--- config.mk ---
export PLATFORM = sky130hd
export DESIGN_NAME = add8_err_monitor
export DESIGN_NICKNAME = d
export VERILOG_FILES = /design/src/rtl/add8_err_monitor.sv
export SDC_FILE = /design/constraint.sdc
export NUM_CORES = 1
export LEC_CHECK = 0
export ABC_AREA = 1
export CORE_AREA = 2 2 174 176
export DETAILED_ROUTE_END_ITERATION = 16
export DIE_AREA = 0 0 176 178
export GPL_TIMING_DRIVEN = 0
export PLACE_DENSITY_LB_ADDON = 0.2
export SYNTH_ARGS = -nofsm -noshare
export SYNTH_HDL_FRONTEND = slang
export SYNTH_SLANG_ARGS = --single-unit
export TNS_END_PERCENT = 20
--- constraint.sdc ---
create_clock -name clk -period 8.9 [get_ports clk]
set_input_delay 2.225 -clock clk [delete_from_list [all_inputs] [get_ports clk]]
set_output_delay 2.225 -clock clk [all_outputs]
set_load 0.02 [all_outputs]
--- src/rtl/add8_err_monitor.sv ---
// Error-statistics monitor for 8-bit approximate adders: recomputes the exact sum and
// accumulates EP/MAE/MSE/WCE figures over an N_TARGET-sample run through a 3-stage pipeline.
module add8_err_monitor #(
  parameter int W        = 8,
  parameter int CNT_W    = 17,
  parameter int N_TARGET = 65536
) (
  input  logic                   clk,
  input  logic                   rst,
  input  logic                   start,
  input  logic                   in_valid,
  output logic                   in_ready,
  input  logic [W-1:0]           a,
  input  logic [W-1:0]           b,
  input  logic [W:0]             o,
  output logic                   busy,
  output logic                   done,
  output logic [CNT_W-1:0]       n_samples,
  output logic [CNT_W-1:0]       err_count,
  output logic [W+CNT_W:0]       sum_abs,
  output logic [2*W+1+CNT_W:0]   sum_sq,
  output logic [W:0]             wce,
  output logic [W-1:0]           wce_a,
  output logic [W-1:0]           wce_b
);

  typedef enum logic [1:0] {IDLE, RUN, DONE} state_t;

  localparam logic [CNT_W-1:0] N_T = CNT_W'(N_TARGET);

  state_t             state;
  logic [CNT_W-1:0]   accepted;
  logic               accept;

  logic               v1, v2, v3;
  logic [W-1:0]       a1, b1, a2, b2, a3, b3;
  logic [W:0]         o1, exact1, abs2, abs3;
  logic [2*W+1:0]     sq3;

  logic [W+1:0]       e_c, neg_e_c;
  logic [W:0]         abs_c;
  logic [2*W+1:0]     sq_c;

  assign in_ready = (state == RUN) && (accepted < N_T);
  assign accept   = in_valid && in_ready;
  assign busy     = (state == RUN);
  assign done     = (state == DONE);

  // e is signed W+2 bits; its magnitude always fits in W+1 bits
  assign e_c     = {1'b0, o1} - {1'b0, exact1};
  assign neg_e_c = -e_c;
  assign abs_c   = e_c[W+1] ? neg_e_c[W:0] : e_c[W:0];
  assign sq_c    = (2*W+2)'(abs2) * (2*W+2)'(abs2);

  always_ff @(posedge clk or posedge rst) begin
    if (rst) begin
      state     <= IDLE;
      accepted  <= '0;
      v1        <= 1'b0;
      v2        <= 1'b0;
      v3        <= 1'b0;
      a1        <= '0;
      b1        <= '0;
      o1        <= '0;
      exact1    <= '0;
      a2        <= '0;
      b2        <= '0;
      abs2      <= '0;
      a3        <= '0;
      b3        <= '0;
      abs3      <= '0;
      sq3       <= '0;
      n_samples <= '0;
      err_count <= '0;
      sum_abs   <= '0;
      sum_sq    <= '0;
      wce       <= '0;
      wce_a     <= '0;
      wce_b     <= '0;
    end else begin
      v1 <= accept;
      if (accept) begin
        a1     <= a;
        b1     <= b;
        o1     <= o;
        exact1 <= {1'b0, a} + {1'b0, b};
      end

      v2 <= v1;
      if (v1) begin
        abs2 <= abs_c;
        a2   <= a1;
        b2   <= b1;
      end

      v3 <= v2;
      if (v2) begin
        sq3  <= sq_c;
        abs3 <= abs2;
        a3   <= a2;
        b3   <= b2;
      end

      if (start && state != RUN) begin
        state     <= RUN;
        accepted  <= '0;
        n_samples <= '0;
        err_count <= '0;
        sum_abs   <= '0;
        sum_sq    <= '0;
        wce       <= '0;
        wce_a     <= '0;
        wce_b     <= '0;
      end else begin
        if (accept)
          accepted <= accepted + CNT_W'(1);
        if (v3) begin
          n_samples <= n_samples + CNT_W'(1);
          err_count <= err_count + CNT_W'(abs3 != '0);
          sum_abs   <= sum_abs + (W+1+CNT_W)'(abs3);
          sum_sq    <= sum_sq + (2*W+2+CNT_W)'(sq3);
          // strict compare: ties keep the earliest sample's operands
          if (abs3 > wce) begin
            wce   <= abs3;
            wce_a <= a3;
            wce_b <= b3;
          end
        end
        if (state == RUN && n_samples == N_T)
          state <= DONE;
      end
    end
  end

endmodule

== Yosys cells after proc, flatten, opt, wreduce, memory -nomap -nowiden ==
Index checks and enable logic that the tools add are counted.
Operators by class
  add/subtract/negate cells: 8
  $mul: 1
  magnitude comparators: 2
  equal/unequal tests: 4
  mux-type cells: 22
  reduce and logical (&&, ||, !) cells: 10
Operators with widths (number)
  two-way mux 17 bit: 6
  two-way mux 35 bit: 2
  two-way mux 26 bit: 2
  two-way mux 8 bit: 6
  two-way mux 9 bit: 4
  adder 35 x 18 -> 35 bit: 1
  adder 17 x 1 -> 17 bit (second input constant): 2
  adder 26 x 9 -> 26 bit: 1
  multiplier 9 x 9 -> 18 bit: 1
  adder 17 x 1 -> 17 bit: 1
  == test 17 bit (second input constant): 1
  < comparator 17 bit (second input constant): 1
  subtractor 9 x 9 -> 10 bit: 1
  adder 8 x 8 -> 9 bit: 1
  greater-than comparator 9 bit: 1
  negation 9 bit: 1
  nonzero test 9 bit: 1
  nonzero test 2 bit: 4
  logical AND 1 bit: 4
  two-way mux 2 bit: 2
  == test 2 x 1 -> 1 bit (second input constant): 1
  == test 2 bit (second input constant): 1
  != test 2 x 1 -> 1 bit (second input constant): 1
  AND reduction 2 bit: 1
Storage, ports and cells
  register bits: 244
  input bits: 29
  output and inout bits: 123
  logic and storage cells: 70

== Longest topological paths before layout ==
  word-level depth: 5
  mapped depth: 21
  mapped depth without buffers: 20

== Worst setup path after synthesis ==
No wires, ideal clock.
  path type: register -> register
  start: reg abs2[6]
  end: reg sq3[17]
  library setup time: 0.118 ns
  data arrival time: 3.987 ns
  required time: 8.782 ns
  path slack: 4.795 ns
  cell stages (with the launch flop): 20
  buffers on the path: 1
  clock period less this slack: 4.105 ns
  path through: dfrtp_1 clkbuf_1 nand2_1 fa_1 inv_1 fa_1 inv_1 fa_1 fa_1 inv_1 ha_1 nand2_1 o21ai_0 nand2_1 nand3_1 nand2_1 nand2_1 nand3_1 nand3_1 nand2_1
On the way
  longest elaborated chain between the ends: 1
RTL lines
  start, declared: line 37  | logic [W:0] o1, exact1, abs2, abs3;
  start signal, assigned: line 91  | abs2 <= abs_c;
  multiplier 9 x 9 -> 18 bit: line 53  | assign sq_c = (2*W+2)'(abs2) * (2*W+2)'(abs2);
  end signal, assigned: line 98  | sq3 <= sq_c;
  end, declared: line 38  | logic [2*W+1:0] sq3;
Every way passes these cells.
A chain may end at the register's enable or synchronous reset.

== Worst setup path after layout ==
  start: reg abs2[1]
  end: reg sq3[17]
The elaborated chain is that of the path after synthesis.

==> impl_results.md <==
- Run status: finished clean
- Max-Cap Viols: 0
- Share of cells above drive strength 1: 0.05660
- DRT Wirelength: ~40 mm
- Count of different cell masters after synthesis: 57
- Critical Path AT: between 5 and 6 ns
- Reg2Reg Depth: 19
- Maximum clock rate: 0.2157 GHz
- WL/cell: ~16 µm
- Via density: between 5 and 6
- GR Overflow Total: 0
- Final Slew Violations: 0
- Routability Congestion: 0.9464
- Critical path's slowest cell: fa_1
- Die W: 176 µm
- CTS tree: yes
- Largest net degree at the start of global routing: a little over 100
- Placed cell area: about 0.018 mm²
- Setup Skew: approximately 0.025 ns
- Seq cells post-synth: 242
- Cell Rows: 63
- Count of final hold-check violations: 0
- Power share of the clock group: 0.135
- Die height: ~180 µm
- Seq/Total Area, Yosys: 0.3922
- DRT Pass-1 Iters: 7
- Mean Syn Cell Area: 7.626 µm²
- Worst VDD drop: around 410 µV
- Final Cycle Share: 0.5208
- Switching part of the total power: 0.5004
- Async SR Flop Fraction: 1.000
- Internal power: between 0.003 and 0.004 W
- Reg-to-Reg Start: abs2[1]$_DFFE_PP0P_
- Clock buffer count from CTS: 26
- Worst path depth: 19
- Post-CTS Hold Buffers: 0
- H-tree levels: 1
- Synthesized cell area: roughly 0.015 mm²
- Worst skew pair latency: approximately 0.56 ns
- Post-CTS setup buffers: 0
- Hold Crit Start: v2$_DFF_PP0_
- Family with the most delay on the worst path: adder cells
- Worst hold path class: flip-flop to flip-flop
- Worst-margin pin slew: 0.7443 ns
- Gate power share: 0.638
- Crit Path Class: flip-flop to flip-flop
- Yosys warns: 0
- Gr busiest metal: met2
- Met1 GRT Util: 0.3469
- Vias in the first global route: between 10000 and 15000
- Slew Limit Headroom: 0.5038
- Clock-pin slew on the worst setup and hold paths: 0.06 ns
- Final nets: roughly 2400
- Grt met2 use: 0.4559
- Worst reg-to-reg setup slack: 4.26 ns
- Die Area: 0.03133 mm²
- Post-Layout Cell Count: approximately 2600
- Power per cell area: ~430 mW/mm²
- Met3 Track Usage GR: 0.03431
- Flop pwr share: 0.227
- Syn Nets: 2184
- Port bufs: 151
- Vias: about 14000
- Post-cts resize count: 0
- Static Leak: 9.355 nW
- Post-route DRC violation count: 0
- CTS Buffer Depth: 3
- Antenna violations before repair: 0
- Initial Util: 0.5252
- Io pins: approximately 150
- First-pass GRT wire length: roughly 67 mm
- Worst hold path depth: 0
- Min Tclk post-route: between 4 and 5 ns
- Sink Count: 242
- Final TNS setup: 0 ns
- Setup violations, final: 0
- Clk root buf: clkbuf_16
- Post-Syn Instances: around 2000
- Area growth syn-to-layout: 18.88%
- RSZ-0062 raised after global routing: false
- Number of flops mapped to enable cells by yosys: 0
- Req. time, crit path: 9.33 ns
- Fill count: approximately 2600
- Dominant synthesized flop cell: dfrtp_1
- CP cell instances: clkbuf_1 > nand2_1 > fa_1 > inv_1 > fa_1 > inv_1 > fa_1 > fa_1 > inv_1 > ha_1 > nand2_1 > o21ai_0 > nand2_1 > nand3_1 > nand2_1 > nand2_1 > nand3_1 > nand3_1 > nand2_1
- Crit. Startpoint: abs2[1]$_DFFE_PP0P_
- Core ar.: 0.02940 mm²
- # diodes: 0
- Dpl cells: 2568
- CP Capture Type: flip-flop
- Worst path most repeated cell: nand2_1
- Final instance area: between 0.015 and 0.02 mm²
- P_sw: between 0.003 and 0.004 W
- Tot GR Track Use: 0.2632
- Initial DRC count: approximately 1000
- Hold slack: about 0.38 ns
- Critical path buffers and inverters: 4
- Crit start category: flip-flop
- Detailed placer's ending HPWL: between 30 and 40 mm
- Post-DRT Antenna Nets: 0
- Critical Path Max Stage Delay: 0.63 ns
- Max FO, Critical Path: 10
## cell type report
type	count	area, µm²	area share
plain buffers	57	275.3	0.01499
flip-flops and latches	242	6056	0.3299
multi-input cells	1442	8045	0.4383
clock inverters	9	73.82	0.004021
repair buffers	153	1567	0.08533
inverters	284	1074	0.05848
clock buffers	39	779.5	0.04246
well taps	390	488.0	0.02658
## power by group through the flow
stage | logic [W] | registers, W | clock network (W)
after global placement | 0.00488 | 0.00179 | 0
final | 0.00502 | 0.00179 | 0.00107
after global routing | 0.00581 | 0.00183 | 0.00113
after floorplan | 0.00360 | 0.00185 | 0
after detailed placement | 0.00500 | 0.00180 | 0
after CTS | 0.00504 | 0.00178 | 0.00108
## Yosys cell counts, drive strengths merged, types with 4 or more instances
library cell / count / area [µm²]
nor2: 175 / 705.7
o22ai: 4 / 25.02
a21oi: 111 / 555.5
a31oi: 8 / 50.05
ha: 94 / 1176
clkbuf: 32 / 120.1
dfrtp: 242 / 6056
o21ai: 135 / 679.4
nand2: 576 / 2195
o21bai: 7 / 67.57
a22o: 4 / 35.03
xor2: 21 / 183.9
nand4: 32 / 200.2
nor4: 10 / 83.83
o31ai: 6 / 45.04
nand3: 141 / 730.7
or2: 7 / 43.79
fa: 36 / 720.7
o211ai: 5 / 47.54
inv: 283 / 1062
nor3: 38 / 237.7
o21a: 4 / 30.03
a32o: 4 / 40.04
buf: 25 / 155.1
## final timing paths
check,endpoint
min reg2reg,v3$_DFF_PP0_
max,sq3[17]$_DFFE_PP0P_
min,v3$_DFF_PP0_
max in group asynchronous,o1[1]$_DFFE_PP0P_
max reg2reg,sq3[17]$_DFFE_PP0P_
min in group asynchronous,err_count[11]$_DFFE_PP0P_
## per-layer routing
| metal | wire length, µm | vias to the layer above |
|---|---|---|
| li1 | - | 6904 |
| met1 | 17930 | 6656 |
| met2 | 19320 | 418 |
| met3 | 2369 | 66 |
| met4 | 988 | 0 |
| met5 | 0 | - |
## flip-flops by register name (all words and copies together) (netlist names), 16 cells and up
| signal | flops |
|---|---|
| sum_abs | 26 |
| sq3 | 16 |
| sum_sq | 35 |
| err_count | 17 |
| n_samples | 17 |
| accepted | 17 |
## cell usage in the layout, fill, tap and decap left out, types with 5 or more instances in the layout
cell | synthesis | final
nor3_1 | 31 | 31
or2_2 | 7 | 7
o21ai_1 | 19 | 19
a21oi_1 | 111 | 111
nand4_1 | 32 | 32
nand3_2 | 5 | 5
buf_2 | 13 | 13
clkdlybuf4s50_1 | 0 | 151
nand2_2 | 10 | 10
a31oi_1 | 8 | 8
inv_2 | 9 | 9
nand2_1 | 565 | 565
inv_1 | 274 | 273
dfrtp_1 | 242 | 242
o21bai_1 | 5 | 5
nor4_1 | 8 | 8
nand3_1 | 136 | 136
clkbuf_16 | 0 | 26
fa_1 | 36 | 36
clkbuf_1 | 32 | 37
o31ai_1 | 6 | 6
xor2_1 | 21 | 21
clkbuf_8 | 0 | 8
o21ai_0 | 115 | 115
ha_1 | 94 | 94
clkinv_2 | 0 | 7
buf_4 | 6 | 6
nor3_2 | 5 | 5
nor2_1 | 167 | 167
## through the flow
step	power (W)	worst slack (ns)	utilization
floorplan	0.005445	0.03019	-
CTS	0.007902	4.265	0.6244
finish	0.007874	4.265	0.6244
global route	0.008761	3.839	0.6244
global placement	0.006669	-3.152	0.5932
detailed placement	0.006797	4.284	0.5953
## kinds of logic after synthesis
family          count (synthesis)  share of synthesized area
compound gates                300                     0.1087
xor+xnor                       23                    0.01305
fa+ha+maj                     130                     0.1228
buf+inv                       341                    0.08686
flops                         242                     0.3922
simple gates                  989                     0.2765
(Power assumes the default switching activity.)
